$ cat src/rtl/sram_seq.sv
// sram_seq: bus-side sequencer that splits each 32-bit word request into four
// byte accesses on a byte-wide synchronous BSRAM port and reassembles read
// bytes little-endian. Optional build macro: SRAM_SEQ_FAST_WRITE_EN (writes
// skip the WAIT state and complete one cycle earlier).
module sram_seq #(
  parameter int WORD_ADDRESS_WIDTH = 13
) (
  input  logic                          clk_i,
  input  logic                          rst_ni,
  input  logic                          valid_i,
  input  logic [WORD_ADDRESS_WIDTH-1:0] addr_i,
  input  logic [3:0]                    wstrb_i,
  input  logic [31:0]                   wdata_i,
  output logic [31:0]                   rdata_o,
  output logic                          ready_o,
  output logic                          ram_clk_en_o,
  output logic                          ram_wrt_en_o,
  output logic [WORD_ADDRESS_WIDTH-1:0] ram_addr_o,
  output logic [7:0]                    ram_data_o,
  input  logic [7:0]                    ram_data_i
);

  localparam int W = WORD_ADDRESS_WIDTH;

  typedef enum logic [1:0] {
    IDLE  = 2'd0,
    ISSUE = 2'd1,
    WAIT  = 2'd2,
    DONE  = 2'd3
  } state_e;

  state_e       state_q, state_d;
  logic [1:0]   lane_q, lane_d;
  logic [W-3:0] word_q, word_d;      // word index: base address without lane bits
  logic         is_wr_q, is_wr_d;
  logic [3:0]   wstrb_q, wstrb_d;
  logic [31:0]  wdata_q, wdata_d;
  logic         cap_vld_q, cap_vld_d;  // ram_data_i carries a read byte this cycle
  logic [1:0]   cap_lane_q, cap_lane_d;
  logic [31:0]  rdata_q, rdata_d;
  logic         ready_q, ready_d;
  logic         ram_en_q, ram_en_d;
  logic         ram_we_q, ram_we_d;
  logic [W-1:0] ram_addr_q, ram_addr_d;
  logic [7:0]   ram_data_q, ram_data_d;

  // Pick byte lane from a 32-bit word.
  function automatic logic [7:0] lane_byte(input logic [31:0] word, input logic [1:0] lane);
    case (lane)
      2'd0:    lane_byte = word[7:0];
      2'd1:    lane_byte = word[15:8];
      2'd2:    lane_byte = word[23:16];
      default: lane_byte = word[31:24];
    endcase
  endfunction

  // Replace one byte lane of a 32-bit word.
  function automatic logic [31:0] lane_merge(input logic [31:0] word, input logic [1:0] lane,
                                             input logic [7:0] b);
    lane_merge = word;
    case (lane)
      2'd0:    lane_merge[7:0]   = b;
      2'd1:    lane_merge[15:8]  = b;
      2'd2:    lane_merge[23:16] = b;
      default: lane_merge[31:24] = b;
    endcase
  endfunction

  // Sequencer next state: request latch, lane counter, state transitions.
  always_comb begin
    state_d = state_q;
    lane_d  = lane_q;
    word_d  = word_q;
    is_wr_d = is_wr_q;
    wstrb_d = wstrb_q;
    wdata_d = wdata_q;
    case (state_q)
      IDLE: begin
        if (valid_i) begin
          word_d  = addr_i[W-1:2];
          is_wr_d = |wstrb_i;
          wstrb_d = wstrb_i;
          wdata_d = wdata_i;
          lane_d  = 2'd0;
          state_d = ISSUE;
        end else begin
          state_d = IDLE;
        end
      end
      ISSUE: begin
        lane_d = lane_q + 2'd1;
        if (lane_q == 2'd3) begin
`ifdef SRAM_SEQ_FAST_WRITE_EN
          state_d = is_wr_q ? DONE : WAIT;
`else
          state_d = WAIT;
`endif
        end else begin
          state_d = ISSUE;
        end
      end
      WAIT:    state_d = DONE;
      DONE:    state_d = IDLE;  // valid_i ignored here; next request sampled in IDLE
      default: state_d = IDLE;
    endcase
  end

  // Registered output decode from the next state, plus read-byte capture.
  always_comb begin
    ram_en_d   = (state_d == ISSUE);
    ram_addr_d = '0;
    ram_data_d = 8'h00;
    ram_we_d   = 1'b0;
    if (ram_en_d) begin
      // Lane bits replace the low address bits, so the address never leaves the word.
      ram_addr_d = {word_d, lane_d};
      ram_data_d = lane_byte(wdata_d, lane_d);
      ram_we_d   = is_wr_d & wstrb_d[lane_d];
    end else begin
      ram_addr_d = '0;
      ram_data_d = 8'h00;
      ram_we_d   = 1'b0;
    end
    ready_d    = (state_d == DONE);
    // BSRAM returns data one cycle after the enabled access.
    cap_vld_d  = (state_q == ISSUE) & ~is_wr_q;
    cap_lane_d = lane_q;
    if (cap_vld_q) begin
      rdata_d = lane_merge(rdata_q, cap_lane_q, ram_data_i);
    end else begin
      rdata_d = rdata_q;
    end
  end

  // State and output registers; reset aborts any access in flight.
  always_ff @(posedge clk_i or negedge rst_ni) begin
    if (!rst_ni) begin
      state_q    <= IDLE;
      lane_q     <= 2'd0;
      word_q     <= '0;
      is_wr_q    <= 1'b0;
      wstrb_q    <= 4'h0;
      wdata_q    <= 32'h0000_0000;
      cap_vld_q  <= 1'b0;
      cap_lane_q <= 2'd0;
      rdata_q    <= 32'h0000_0000;
      ready_q    <= 1'b0;
      ram_en_q   <= 1'b0;
      ram_we_q   <= 1'b0;
      ram_addr_q <= '0;
      ram_data_q <= 8'h00;
    end else begin
      state_q    <= state_d;
      lane_q     <= lane_d;
      word_q     <= word_d;
      is_wr_q    <= is_wr_d;
      wstrb_q    <= wstrb_d;
      wdata_q    <= wdata_d;
      cap_vld_q  <= cap_vld_d;
      cap_lane_q <= cap_lane_d;
      rdata_q    <= rdata_d;
      ready_q    <= ready_d;
      ram_en_q   <= ram_en_d;
      ram_we_q   <= ram_we_d;
      ram_addr_q <= ram_addr_d;
      ram_data_q <= ram_data_d;
    end
  end

  assign rdata_o      = rdata_q;
  assign ready_o      = ready_q;
  assign ram_clk_en_o = ram_en_q;
  assign ram_wrt_en_o = ram_we_q;
  assign ram_addr_o   = ram_addr_q;
  assign ram_data_o   = ram_data_q;

endmodule

$ cat config.mk
export PLATFORM = sky130hd
export DESIGN_NAME = sram_seq
export DESIGN_NICKNAME = d
export VERILOG_FILES = /design/src/rtl/sram_seq.sv
export SDC_FILE = /design/constraint.sdc
export NUM_CORES = 1
export LEC_CHECK = 0
export BUFFER_PORTS_ARGS = -buffer_cell sky130_fd_sc_hd__buf_2
export CAP_MARGIN = 40
export CORE_UTILIZATION = 50
export CTS_CLUSTER_SIZE = 25
export DETAILED_ROUTE_END_ITERATION = 8
export PLACE_DENSITY = 0.83
export REMOVE_ABC_BUFFERS = 1
export SETUP_SLACK_MARGIN = 0.4
export SYNTH_ARGS = -nofsm -noshare
export SYNTH_HDL_FRONTEND = slang
export SYNTH_SLANG_ARGS = --single-unit
$ cat constraint.sdc
create_clock -name clk_i -period 2 [get_ports clk_i]
set_input_delay 0.1 -clock clk_i [delete_from_list [all_inputs] [get_ports clk_i]]
set_output_delay 0.1 -clock clk_i [all_outputs]
set_load 0.005 [all_outputs]
Word-level counts from Yosys, hierarchy flattened

Index checks and enable logic that the tools add are counted.

Logic and storage cells: 61
Register bits after elaboration: 111
Bits of input ports: 60
Output and inout port bits: 56

Mux-type cells: 19
Add/sub/neg operators: 1
Equality and inequality tests: 10
Reductions and logical operators: 9
Bitwise logic cells: 4
Order comparisons: 1

Operator list:

| kind                | number |
|---|---|
| $mux 32             | 2 |
| $pmux 8 s3          | 1 |
| $mux 11             | 2 |
| $mux 13             | 1 |
| $eq 2x2->1 const B  | 6 |
| $eq 2x1->1 const B  | 4 |
| $mux 4              | 2 |
| $mux 8              | 1 |
| $pmux 2 s4          | 1 |
| $reduce_and 2->1    | 4 |
| $logic_not 2->1     | 3 |
| $mux 1              | 5 |
| $mux 2              | 2 |
| $pmux 2 s2          | 1 |
| $reduce_or 4->1     | 1 |
| $lt 2x3->1 const B  | 1 |
| $reduce_or 3->1     | 1 |
| $add 2x1->2 const B | 1 |
| $and 1x1->1         | 2 |
| $bmux 1 s2          | 1 |
| $not 1->1           | 2 |

Depth between registers and ports, before layout

Depth after elaboration: 6
Mapped depth: 9
Gate-level depth less buffers: 6

Worst setup path before layout

Ideal clock, no wire load.

Kind: register to register
Start point: reg state_q[0]
End point: reg ram_data_q[0] (netlist: ram_data_o[0])
Cell stages (with the launch flop): 7
Library setup time: 0.130 ns
Path slack: 0.182 ns
Data arrival time: 1.687 ns
Period minus slack after synthesis: 1.818 ns
Required time: 1.870 ns
Path buffers: 2
Path through: dfrtp_1 -> buf_4 -> nor3b_4 -> buf_4 -> mux2_1 -> a222oi_1 -> a21oi_1

Elaborated cells between the ends (all ways): 13
Classes of those cells: eq/ne (6); mux (5); reduce/logical (2)

RTL lines:

| element                | RTL line | text |
|---|---|---|
| start, declared        | 32       | `state_e state_q, state_d;` |
| start signal, assigned | 153      | `state_q <= state_d;` |
| $logic_not 2->1        | 77       | `case (state_q)` |
| $mux 32                | 77       |  |
| via wdata_d[0]         | 37       | `logic [31:0] wdata_q, wdata_d;` |
| $pmux 8 s3             | 49       | `case (lane)` |
| $mux 8                 | 114      | `if (ram_en_d) begin` |
| via ram_data_d[0]      | 45       | `logic [7:0] ram_data_q, ram_data_d;` |
| end signal, assigned   | 166      | `ram_data_q <= ram_data_d;` |
| end, declared          | 45       |  |

The timed path passes the listed nets, and every way through them passes these cells.
A chain may end at the register's enable or synchronous reset.

Worst setup path in the final report

Start point: reg state_q[0]
End point: reg ram_data_q[5] (netlist: ram_data_o[5])

Cells in the longest elaborated chain, start to end: 5
Elaborated cells between the ends (all ways): 13
Classes of those cells: eq/ne (6); mux (5); reduce/logical (2)

Ends and longest elaborated chain:

| element                                       | RTL line |
|---|---|
| $eq 2x1->1 or $logic_not 2->1 (tied branches) | 77 |
| $pmux 2 s2                                    | 77 |
| $eq 2x2->1, or another cell as far along      | 49 |
| $pmux 8 s3                                    | 49 |
| $mux 8 *                                      | 114 |
| via ram_data_d[5]                             | 45 |

Mark *: on every way through the listed nets, which the timed path passes. The rest lies on a longest branch.

==> impl_metrics.toml <==
[clock_network]
cts_buffers = 9
tritoncts = "yes"
clk_pin_slew_worst_paths_ns = 0.11
insertion_delay_ns = 0.38
clk_path_buf_depth = 2
cts_max_level = 3
cts_sinks = 111
root_buffer = "clkbuf_8"

[floorplan]
die_area_um2 = 9020
core-area_um2 = 8300
die_h_um = 95.0
ioPinCount = 116
initial_core_util_pct = 52.1
core.rowCount = 33
die_w_um = 95.0

[hold_path]
hp-class = "in -> reg"
min_to = "rdata_o[10]"
worstHoldStart = "ram_data_i[2]"
holdPathStages = 2

[logic_synthesis]
seq_area_frac_synth_pct = 64.3
yosys_warnings = 0
avgSynthCellArea_um2 = 15.1
synth_top_area_share_pct = 64.3
synth-edff-count = 0
async_reset_ff_share_pct = 100
synthFlopType = "dfrtp_1"
ys_seq_elements = 111
synth_cell_types = 40
syn_inst = 287
synth_top_cell_by_area = "dfrtp_1"
netlist_area_um2 = 4320
ys_top_cells_by_area = "dfrtp_1 (64%), mux2_1 (11%), mux2_2 (9.6%)"

[drt]
vias_per_cell = 5.45
first_pass_iters = 5
wl_um = 12300
post_drt_wl_per_cell_um = 20.2
dr_total_vias = 3338
drtIter0Drc = 200
ant_nets = 0
drc_errors = 0

[power]
p_int_mw = 6.88
swShare_pct = 34.3
p_leak_nw = 3.11
p_seq_share_pct = 36.6
power_mw = 10.5
peakVddDrop_mv = 0.898
p_sw_mw = 3.59
powerDensity_nw_per_um2 = 1620
p_clk_share_pct = 14.3
combPwrFrac_pct = 49.1

[timing]
fin_skew_ns = 0.0185
layout_setup_ws_ns = 0.0529
period_share_pct = 97.4
period_needed_ns = 1.95
worst_pin_slew_ns = 0.648
fmax_ghz = 0.514
relSlewSlack_pct = 56.8
fin_tns_setup_ns = 0
rsz0062_at_grt = "true"
slew_violations = 0
hold_violations = 0
whs_ns = 0.0164
setup_viol = 0

[worst_setup_path]
critPathKind = "reg -> reg"
r2r_slack_ns = 0.05
reg2reg_depth = 8
crit_path_max_fanout = 8
critical_path_arrival_ns = 2.19
crit_required_ns = 2.25
worst_setup_path_end_kind = "flip-flop"
start_kind = "flip-flop"
r2r-end = "ram_data_o[5]"
r2r-start = "state_q[0]"

[place]
placed_cells = 511
io_buffers = 113
place_congestion = 0.800
pre_cts_ws_ns = 0.0453
place_area_um2 = 5100
dp_hpwl_um = 6070

[cells_and_area]
final_common_cell = "buf_2"
final_nets = 563
final_area_um2 = 6440
drive_above_1_share_pct = 54.4
syn2layout_area_growth_pct = 49.1
finish.utilization_pct = 77.6
layoutNonFillerInstCount = 612
final_cell_mix = "buf_2 (113), dfrtp_1 (109), dlygate4sd3_1 (54), mux2_4 (35), mux2_2 (35)"
n_antenna_cell = 0

[global_route]
grt-ovfl-total = 0
grt_use_total_pct = 26.8
antenna_found_initial = 0
grt_pass1_vias = 3577
grt_max_degree = 51
grt_pass1_wl_um = 17500

[run]
maxCapViolCount = 0

[run_status]
status = "finished clean"
[worst max-delay path by stage]
stage / cells after the start / slack [ns] / end / startpoint
after global placement: 6 / 0.08 / ram_data_o[2] / state_q[1]
final: 8 / 0.05 / ram_data_o[5] / state_q[0]
after detailed placement: 6 / 0.05 / ram_data_o[2] / state_q[1]
after global routing: 6 / -0.006 / ram_data_o[3] / state_q[0]
after CTS: 6 / 0.20 / ram_data_o[0] / state_q[1]
after floorplan: 5 / -0.88 / ram_data_o[2] / state_q[0]
[power groups by stage]
stage	combinational, mW	clock (mW)	sequential (mW)
global route	5.45	1.60	3.91
detailed placement	3.41	0	3.79
floorplan	1.93	0	3.81
finish	5.14	1.50	3.83
global placement	3.27	0	3.73
CTS	4.44	1.50	3.76
[registers in the layout, indices dropped and copies added (netlist names)]
name and count:
rdata_o 32, wdata_q 32, ram_addr_o 13, word_q 11
ram_data_o 8, wstrb_q 4, cap_lane_d 2, cap_lane_q 2
state_q 2, cap_vld_q 1, is_wr_q 1, ram_clk_en_o 1
ram_wrt_en_o 1, ready_o 1
[cells by family after synthesis]
| family | Yosys count | synth area share [%] |
|---|---|---|
| flip-flops | 111 | 64.3 |
| adder cells (fa/ha/maj) | 1 | 0.290 |
| buffers and inverters | 17 | 2.20 |
| AND/OR/NAND/NOR | 36 | 5.07 |
| AO/OA/AOI/OAI | 41 | 6.81 |
| multiplexers | 81 | 21.3 |
[cells in the mapped netlist (all sizes together), types with 5 or more instances]
library cell / number
a21oi: 9
a222oi: 5
and2: 11
buf: 10
dfrtp: 111
inv: 5
mux2: 79
nand2: 5
nor2: 8
o21ai: 12
[area by class of cell]
class	count	area (µm²)
Sequential cell	111	2780
Multi-Input combinational cell	159	1650
Fill cell	431	1860
Inverter	5	21.3
Tap cell	105	131
Clock buffer	10	128
Clock inverter	6	92.6
Timing Repair Buffer	216	1640
[per-layer routing]
metal  vias up  wire length (µm)  global-route usage [%]
met2       180              6280                    47.5
met4         0               551                    14.6
met3        45               799                    6.92
met5         -                 0                       0
li1       1462                 -                       -
met1      1651              4720                    29.1
[timing repair]
item	CTS	global route
gates resized for setup	65	28
endpoints found under the hold margin	112	0
setup endpoints to repair	41	34
hold buffers	54	0
pin swaps	18	10
gates cloned	5	0
setup buffers	18	8
[worst max-delay path: stages, from the launching register on]
cell	delay (ns)
dfrtp_2	0.45
buf_4	0.15
nor2b_1	0.13
buf_4	0.18
nand2_1	0.11
o22ai_1	0.10
buf_4	0.19
a222oi_1	0.40
a21oi_1	0.13
Note: power is estimated with default switching activity, not from simulation.
